===== src/rtl/icache_refill.sv =====
// L1 instruction-cache line-refill engine: one incrementing read burst per miss,
// each returned beat written into the cache line, completion/error back to fetch.
//
// Ports
//   clk, rst                  clock, synchronous active-high reset
//   miss_req/miss_addr        refill request from fetch (accepted with miss_ready)
//   miss_ready                engine idle
//   refill_done/refill_err    one-cycle completion pulse and its error status
//   arvalid/araddr/arlen      read-address channel (line-aligned, LINE_WORDS beats)
//   arready                   bus accepts the address
//   rvalid/rdata/rresp/rlast  read-data channel from the bus
//   rready                    engine accepts a data beat
//   cache_write_*             registered cache line write port, one word per beat
module icache_refill #(
    parameter int LINE_WORDS = 8
) (
    input  logic        clk,
    input  logic        rst,
    input  logic        miss_req,
    input  logic [31:0] miss_addr,
    output logic        miss_ready,
    output logic        refill_done,
    output logic        refill_err,
    output logic        arvalid,
    output logic [31:0] araddr,
    output logic [7:0]  arlen,
    input  logic        arready,
    input  logic        rvalid,
    input  logic [31:0] rdata,
    input  logic [1:0]  rresp,
    input  logic        rlast,
    output logic        rready,
    output logic        cache_write_en,
    output logic [31:0] cache_write_addr,
    output logic [31:0] cache_write_data
);

    localparam int CW = $clog2(LINE_WORDS) + 1;
    localparam logic [CW-1:0] LAST_BEAT = CW'(LINE_WORDS - 1);
    localparam logic [31:0] OFF_MASK = 32'(4 * LINE_WORDS - 1);

    localparam logic [1:0] S_IDLE = 2'd0;
    localparam logic [1:0] S_ADDR = 2'd1;
    localparam logic [1:0] S_DATA = 2'd2;
    localparam logic [1:0] S_DONE = 2'd3;

    logic [1:0]    state;
    logic [31:0]   base;
    logic [CW-1:0] cnt;
    logic          err;
    logic          at_last;
    logic          bad_beat;
    logic [31:0]   beat_off;

    assign at_last = (cnt == LAST_BEAT);
    // rlast must coincide exactly with the final counted beat.
    assign bad_beat = (rresp != 2'b00) || (rlast != at_last);
    assign beat_off = 32'({cnt, 2'b00});

    // Handshake-side outputs decode from state only.
    assign miss_ready  = (state == S_IDLE);
    assign arvalid     = (state == S_ADDR);
    assign rready      = (state == S_DATA);
    assign refill_done = (state == S_DONE);
    assign refill_err  = (state == S_DONE) && err;
    assign araddr      = base;
    assign arlen       = 8'(LINE_WORDS - 1);

    always_ff @(posedge clk) begin
        if (rst) begin
            state            <= S_IDLE;
            base             <= '0;
            cnt              <= '0;
            err              <= 1'b0;
            cache_write_en   <= 1'b0;
            cache_write_addr <= '0;
            cache_write_data <= '0;
        end else begin
            cache_write_en <= 1'b0;
            unique case (state)
                S_IDLE: begin
                    if (miss_req) begin
                        base  <= miss_addr & ~OFF_MASK;
                        cnt   <= '0;
                        err   <= 1'b0;
                        state <= S_ADDR;
                    end
                end
                S_ADDR: begin
                    if (arready) state <= S_DATA;
                end
                S_DATA: begin
                    if (rvalid) begin
                        // Erroneous beats are still written; refill_err
                        // tells fetch not to trust the line.
                        cache_write_en   <= 1'b1;
                        cache_write_addr <= base + beat_off;
                        cache_write_data <= rdata;
                        cnt              <= cnt + 1'b1;
                        if (bad_beat) err <= 1'b1;
                        if (rlast || at_last) state <= S_DONE;
                    end
                end
                S_DONE: begin
                    state <= S_IDLE;
                end
                default: begin
                    state <= S_IDLE;
                end
            endcase
        end
    end

endmodule


===== config.mk =====
export PLATFORM = sky130hd
export DESIGN_NAME = icache_refill
export DESIGN_NICKNAME = d
export VERILOG_FILES = /design/src/rtl/icache_refill.sv
export SDC_FILE = /design/constraint.sdc
export NUM_CORES = 1
export LEC_CHECK = 0
export ABC_AREA = 1
export CAP_MARGIN = 20
export CORE_AREA = 2 2 102 104
export DETAILED_ROUTE_END_ITERATION = 12
export DIE_AREA = 0 0 104 106
export DONT_BUFFER_PORTS = 1
export PLACE_DENSITY_LB_ADDON = 0.25
export SYNTH_ARGS = -nofsm -noshare
export SYNTH_HDL_FRONTEND = slang
export SYNTH_SLANG_ARGS = --single-unit
export TNS_END_PERCENT = 1

===== constraint.sdc =====
create_clock -name clk -period 2.7 [get_ports clk]
set_input_delay 0.405 -clock clk [delete_from_list [all_inputs] [get_ports clk]]
set_output_delay 0.405 -clock clk [all_outputs]
set_load 0.02 [all_outputs]

**Yosys cells after proc, flatten, opt, wreduce, memory -nomap -nowiden**

Cells that the tools add are included.

- Flip-flop bits (word level): 99
- Bits of input ports: 72
- Word-level logic and storage cells: 45

- Add/subtract/negate cells: 2
- Eq/ne operators: 10
- Mux-type cells: 13
- Bitwise operators: 1
- Reductions and logical operators: 12

Operators by type and width:

| cell | number |
|---|---|
| $add A32 B6 Y32 | 1 |
| $mux W2 | 4 |
| $mux W4 | 2 |
| $pmux W2 S4 | 1 |
| $pmux W4 S2 | 1 |
| $reduce_and A4 Y1 | 2 |
| $ne A2 B1 Y1 const B | 3 |
| $add A4 B1 Y4 const B | 1 |
| $eq A2 B2 Y1 const B | 2 |
| $eq A4 B3 Y1 const B | 1 |
| $mux W1 | 4 |
| $ne A2 B2 Y1 const B | 2 |
| $reduce_and A2 Y1 | 2 |
| $reduce_bool A2 Y1 | 2 |
| $reduce_and A3 Y1 | 1 |
| $eq A2 B1 Y1 const B | 1 |
| $logic_not A2 Y1 | 1 |
| $logic_or A1 B1 Y1 | 2 |
| $pmux W1 S2 | 1 |
| $reduce_or A2 Y1 | 1 |
| $logic_and A1 B1 Y1 | 1 |
| $ne A1 B1 Y1 | 1 |
| $not A1 Y1 | 1 |

**Depth between registers and ports, before layout**

Gate-level depths: netlist (run 1).

- Word-level depth: 6
- Mapped depth: 11

**Worst setup path before layout (run 1)**

OpenSTA, ideal clock, no wires.

- Kind: flip-flop to flip-flop
- From: register base[5] (netlist: araddr[5])
- To: register cache_write_addr[27]
- Library setup time: 109 ps
- Arrival time: 1553 ps
- Required time: 2591 ps
- Path slack: 1038 ps
- Stages on the path, launching flop included: 12
- Path buffers: 0
- Clock period less this slack: 1662 ps
- Path through: dfxtp_1 ha_1 ha_1 nand2_1 nor2_4 nand2_2 nor2_4 nand2_1 nand2_1 nand3_1 nand2_1 inv_1

- Word-level cells in the longest chain between the ends: 1

RTL lines:

| element | line | text |
|---|---|---|
| from (decl) | 48 | `logic [31:0] base;` |
| from (signal assigned) | 83 | `base <= miss_addr & ~OFF_MASK;` |
| $add A32 B6 Y32 | 97 | `cache_write_addr <= base + beat_off;` |
| to (signal assigned) | 97 |  |
| to (decl) | 34 | `output logic [31:0] cache_write_addr,` |

No other way between the ends.
A chain may end at the register's enable or synchronous reset.

**Final worst setup path (run 1)**

- From: register state[0]
- To: register cnt[3]

- Word-level cells in the longest chain between the ends: 3

RTL lines:

| element | line | text |
|---|---|---|
| from (decl) | 47 | `logic [1:0] state;` |
| from (signal assigned) | 71 | `state <= S_IDLE;` |
| from (signal assigned) | 86 | `state <= S_ADDR;` |
| from (signal assigned) | 90 | `if (arready) state <= S_DATA;` |
| $eq A2 B2 Y1 (*) | - |  |
| named net rready | 32 | `output logic rready,` |
| $ne A2 B2 Y1 (no line) / $reduce_bool A2 Y1 (equally long branches) | - |  |
| $reduce_and A3 Y1 (no line) | - |  |
| to (signal assigned) | 99 | `cnt <= cnt + 1'b1;` |
| to (decl) | 49 | `logic [CW-1:0] cnt;` |

The timed path passes the listed nets; every way through them passes the cells marked *.

==> impl_metrics.json, run 1 <==
{
  "dpl_worst_slack_ns": 0.782,
  "rsz0062_at_grt": "false",
  "total_power_mw": 4.56,
  "endpoint": "cnt[3]",
  "ys_seq_area_share_pct": 43.6,
  "r2r_end": "cnt[3]",
  "min_path_type": "in2reg",
  "p_per_area_nw_per_um2": 972,
  "cts_made_buffers": 9,
  "core_area_sq_um": 10000,
  "grtUsageTotal_pct": 19.7,
  "clkLatencyLatePin_ns": 0.37,
  "io_buffer_count": 0,
  "cts_resized": 0,
  "fin_worst_skew_ns": 0.0113,
  "antenna_found_initial": 0,
  "r2r_start": "state[0]",
  "layout.area.seq_sq_um": 1940,
  "rr_worst_depth": 10,
  "die_h_um": 106,
  "io_pins": 182,
  "fmax_mhz": 515,
  "fin_ws_ns": 0.760,
  "grt_pass1_vias": 3662,
  "path_clk_slew_ns": 0.09,
  "fin_crit_sh_pct": 71.9,
  "drc": 0,
  "dp.cells": 738,
  "critPathRequiredTime_ns": 2.94,
  "die_x_um": 104,
  "postRouteAntennaNets": 0,
  "max-cap-violations": 0,
  "cts_hold_buffers": 0,
  "ys_top_cells_by_area": "dfxtp_1, nor2_1, o21ai_0",
  "clk_path_buf_depth": 2,
  "crit_start": "state[0]",
  "cp.arrival_ns": 2.18,
  "globalRouteMet3Util_pct": 7.85,
  "yosys_warnings": 0,
  "ys_ff_latch": 97,
  "wl_per_cell_um": 14.3,
  "num_rows": 37,
  "slew_viol_final": 0,
  "cts_setup_buffers": 0,
  "num-fill-cells": 1063,
  "peakVddDrop_mv": 0.515,
  "htree_num_levels": 3,
  "crit_slowest_cell": "dfxtp_1",
  "drive_above_1_share_pct": 7.28,
  "ff2ff_setup_slack_ns": 0.76,
  "grt_overflow": 0,
  "critPathKind": "reg2reg",
  "dieArea_sq_um": 11000,
  "cp_max_fo": 38,
  "multiInputGateArea_sq_um": 2080,
  "cts-root-buf": "clkbuf_8",
  "nets": 693,
  "grt_pass1_wl_um": 17300,
  "final_cells": 754,
  "layout_commonest_cell": "nor2_1",
  "grt_use_met2_pct": 35.0,
  "firstDrtPassIters": 4,
  "vias": 3778,
  "min_period_ns": 1.94,
  "place_area_sq_um": 4470,
  "relSlewSlack_pct": 46.5,
  "hpwl_um": 7750,
  "ys_types": 29,
  "syn_avg_cell_area_sq_um": 7.09,
  "fin_area_sq_um": 4700,
  "grtUsageMet1_pct": 20.7,
  "num_antenna_cells": 0,
  "grt_max_degree": 81,
  "synth_top_cell_by_area": "dfxtp_1",
  "crit_path_frequent_cell": "nand2_1",
  "netlist_instances": 628,
  "cts_tree": "yes",
  "routed_wl_um": 10800,
  "synth_top_area_share_pct": 43.6,
  "vias_per_cell": 5.01,
  "p_leak_nw": 1.89,
  "cp_slowest_stage_delay_ns": 0.38,
  "gp_congestion": 0.791,
  "finalHoldViolCount": 0,
  "area_delta_synth_final_pct": 5.48,
  "syn_area_sq_um": 4450,
  "start_util_pct": 44.5,
  "crit_chain": "inv_1, ha_1, nand2_1, buf_4, nand2_1, nand2_1, inv_2, nand2_1, nand2_1, nor3b_2",
  "setup_tns_ns": 0,
  "status": "finished clean",
  "grt.busiest_layer": "met2",
  "end_kind": "flop",
  "finalSetupViolations": 0,
  "mostFrequentLayoutCells": "nor2_1, dfxtp_1, nand2_1, o21ai_0, inv_1",
  "drt-initial-drc-count": 143,
  "start_kind": "flop",
  "clkSinkCount": 97,
  "tightest_slew_ns": 0.802
}
[state kept, by name, summed over array words and instances, names as in the netlist]
| name | cells |
|---|---|
| state | 2 |
| cnt | 4 |
| err | 1 |
| araddr | 27 |
| cache_write_en | 1 |
| cache_write_addr | 30 |
| cache_write_data | 32 |
[routing by layer]
| layer | routed length, um | part of all wire (%) | vias to the layer above |
|---|---|---|---|
| met5 | 0 | 0 | - |
| met4 | 198 | 1.8 | 0 |
| met3 | 1010 | 9.4 | 28 |
| met2 | 5320 | 49 | 149 |
| met1 | 4250 | 39 | 1694 |
| li1 | - | - | 1907 |
[power breakdown]
part,internal [mW],leakage (nW),switching [mW]
clock network,0.550,0.116,0.515
logic,0.348,0.983,0.703
registers,1.76,0.791,0.690
[how the worst min path moves through the flow]
stage / slack [ns] / endpoint / depth (start not counted) / start
5_1_grt: 0.07 / cnt[1] / 1 / rst
6_report: 0.10 / cnt[1] / 1 / rst
4_1_cts: 0.08 / cnt[1] / 1 / rst
3_5_place_dp: 0.45 / err / 2 / err
3_3_place_gp: 0.45 / err / 2 / err
2_1_floorplan: 0.43 / err / 2 / err
[through the flow]
stage	hold slack (ns)	util, %
after floorplan	0.430	-
after global placement	0.445	44.7
after detailed placement	0.454	44.7
after CTS	0.0787	47.0
after global routing	0.0729	47.0
final	0.101	47.0
[area by class of cell]
cell class / instances / area share [%]
clock inverter: 6 / 1.95
clock buffer: 10 / 2.93
multi-input combinational: 439 / 44.3
inverter: 62 / 4.96
tap: 136 / 3.62
sequential: 97 / 41.4
timing repair buffer: 4 / 0.906
[cells by family after synthesis]
group	share of synthesized area [%]
compound gates	14.1
xor+xnor	1.77
fa+ha+maj	2.25
buf+inv	10.8
flops	43.6
other cells	0.169
simple gates	27.3
[critical path, delay by kind of cell, from the launching register on]
family / cells / cell delay (ns)
fa+ha+maj: 1 / 0.34
buf+inv: 3 / 0.47
flops: 1 / 0.38
simple gates: 6 / 0.63
[synth_stat cells (all sizes together)]
cell type,count
nor3b,1
inv,62
nand3,24
dfxtp,97
conb,2
xor2,8
and2,2
buf,28
clkbuf,15
nor3,1
nand4,2
a21oi,38
ha,8
o21ai,85
nor2,156
xnor2,1
nand2,97
o31ai,1
Note: power is estimated with default switching activity, not from simulation.
==> run 2: changes to the inputs <==
Clock period 2.7 ns to 1.85 ns, I/O delays scaled along.
==> impl_metrics.json, run 2 (synthesis gave the netlist of run 1 again) <==
{
  "status": "finished clean",
  "num_rows": 37,
  "wl_per_cell_um": 14.0,
  "num_antenna_cells": 0,
  "p_per_area_nw_per_um2": 1360,
  "io_buffer_count": 0,
  "clkLatencyLatePin_ns": 0.37,
  "grt_pass1_wl_um": 17800,
  "cp.arrival_ns": 1.96,
  "fin_ws_ns": 0.168,
  "combinationalPowerShare_pct": 30.6,
  "critPathRequiredTime_ns": 2.13,
  "setup_tns_ns": 0,
  "multiInputGateArea_sq_um": 2090,
  "p_leak_nw": 2.03,
  "fin_worst_skew_ns": 0.0112,
  "clkSinkCount": 97,
  "clk_path_buf_depth": 2,
  "largest_register": "cache_write_data",
  "antenna_found_initial": 0,
  "grt_max_degree": 46,
  "grtUsageTotal_pct": 20.2,
  "vias_per_cell": 4.92,
  "cts_made_buffers": 9,
  "grt_overflow": 0,
  "mostFrequentLayoutCells": "nor2_1, dfxtp_1, nand2_1, o21ai_0, inv_1",
  "drc": 0,
  "clkPwrFrac_pct": 19.5,
  "intPower_mw": 3.79,
  "fin_crit_sh_pct": 90.9,
  "max-cap-violations": 0,
  "end_kind": "flop",
  "gp_congestion": 0.800,
  "firstDrtPassIters": 4,
  "finalHoldViolCount": 0,
  "min_period_ns": 1.68,
  "hpwl_um": 8230,
  "vias": 3854,
  "critPathKind": "reg2reg",
  "layout.area.seq_sq_um": 1940,
  "nets": 722,
  "grt_pass1_vias": 3665,
  "finalSetupViolations": 0,
  "start_kind": "flop",
  "layout_commonest_cell": "nor2_1",
  "fmax_mhz": 595,
  "dieArea_sq_um": 11000,
  "switching_share_pct": 43.1,
  "core_area_sq_um": 10000,
  "die_h_um": 106,
  "cts-root-buf": "clkbuf_8",
  "postRouteAntennaNets": 0,
  "slew_viol_final": 0,
  "cts_tree": "yes",
  "routed_wl_um": 11000,
  "die_x_um": 104,
  "min_path_type": "in2reg",
  "start_util_pct": 44.5,
  "largest_register_ffs": 32,
  "area_delta_synth_final_pct": 9.75,
  "peakVddDrop_mv": 0.879,
  "dpl_worst_slack_ns": 0.197,
  "seqPwrFrac_pct": 49.9,
  "cp_max_fo": 5,
  "drive_above_1_share_pct": 11.4,
  "p_sw_mw": 2.87,
  "drt-initial-drc-count": 149,
  "num-fill-cells": 1041,
  "htree_num_levels": 3,
  "path_clk_slew_ns": 0.10,
  "io_pins": 182
}
==> run 2: cell types whose count changed in the layout (fill, tap and decap cells not counted), moves of 2 or more <==
cell,delta
buf_4,+27
bufinv_16,-2
clkinvlp_4,+2
inv_6,+2
==> run 2: cell type report <==
| class | count | share of cell area (%) |
|---|---|---|
| multi-input combinational | 439 | 42.7 |
| timing repair buffer | 33 | 5.63 |
| clock buffer | 9 | 2.54 |
| clock inverter | 7 | 1.13 |
| inverter | 62 | 4.76 |
| sequential | 97 | 39.7 |
| tap | 136 | 3.48 |
==> run 2: final timing paths <==
kind | to | slack (ns) | cells past startpoint | startpoint
min | cache_write_addr[31] | 0.04 | 3 | rst
max | cache_write_addr[29] | 0.17 | 11 | araddr[5]
min reg2reg | err | 0.48 | 2 | err
max reg2reg | cache_write_addr[29] | 0.17 | 11 | araddr[5]
==> run 2: critical path, stage by stage, from the launching register on <==
cell and delay, ns:
dfxtp_1 0.34, ha_1 0.17, ha_1 0.18, nand2_1 0.10, nor2_4 0.23, nand2_4 0.12, nor2_4 0.17, nand2_1 0.06
nand2_1 0.05, nand3_1 0.07, nand2_1 0.06, inv_1 0.03
==> run 2: through the flow <==
step / cells / power [mW] / hold slack (ns) / utilization [%] / cell area, sq um
after global routing: 783 / 7.13 / 0.0377 / 48.9 / 4890
after global placement: 764 / 5.36 / 0.352 / 46.7 / 4670
after detailed placement: 764 / 5.43 / 0.355 / 46.7 / 4670
after CTS: 781 / 6.73 / 0.0298 / 48.6 / 4860
final: 783 / 6.66 / 0.0448 / 48.9 / 4890
after floorplan: 641 / 4.79 / 0.430 / - / 4500
==> run 2: power groups by stage <==
| stage | logic (mW) | clock network (mW) | registers [mW] |
|---|---|---|---|
| 4_1_cts | 2.05 | 1.34 | 3.34 |
| 3_3_place_gp | 1.99 | 0 | 3.37 |
| 6_report | 2.04 | 1.30 | 3.32 |
| 5_1_grt | 2.31 | 1.43 | 3.39 |
| 2_1_floorplan | 1.32 | 0 | 3.46 |
| 3_5_place_dp | 2.04 | 0 | 3.38 |
==> run 2: layer usage <==
metal / vias up / track usage, % / wire, um
met3: 14 / 8.77 / 1000
met5: - / 0 / 0
met4: 0 / 6.66 / 150
met2: 121 / 35.4 / 5460
met1: 1745 / 21.9 / 4360
li1: 1974 / - / -
==> run 2: repair_timing <==
item | 4_1_cts | 5_1_grt
hold buffers | 1 | 0
buffers inserted | 0 | 2
setup endpoints to repair | 0 | 2
resized for setup | 0 | 2
hold endpoints to repair | 3 | 0
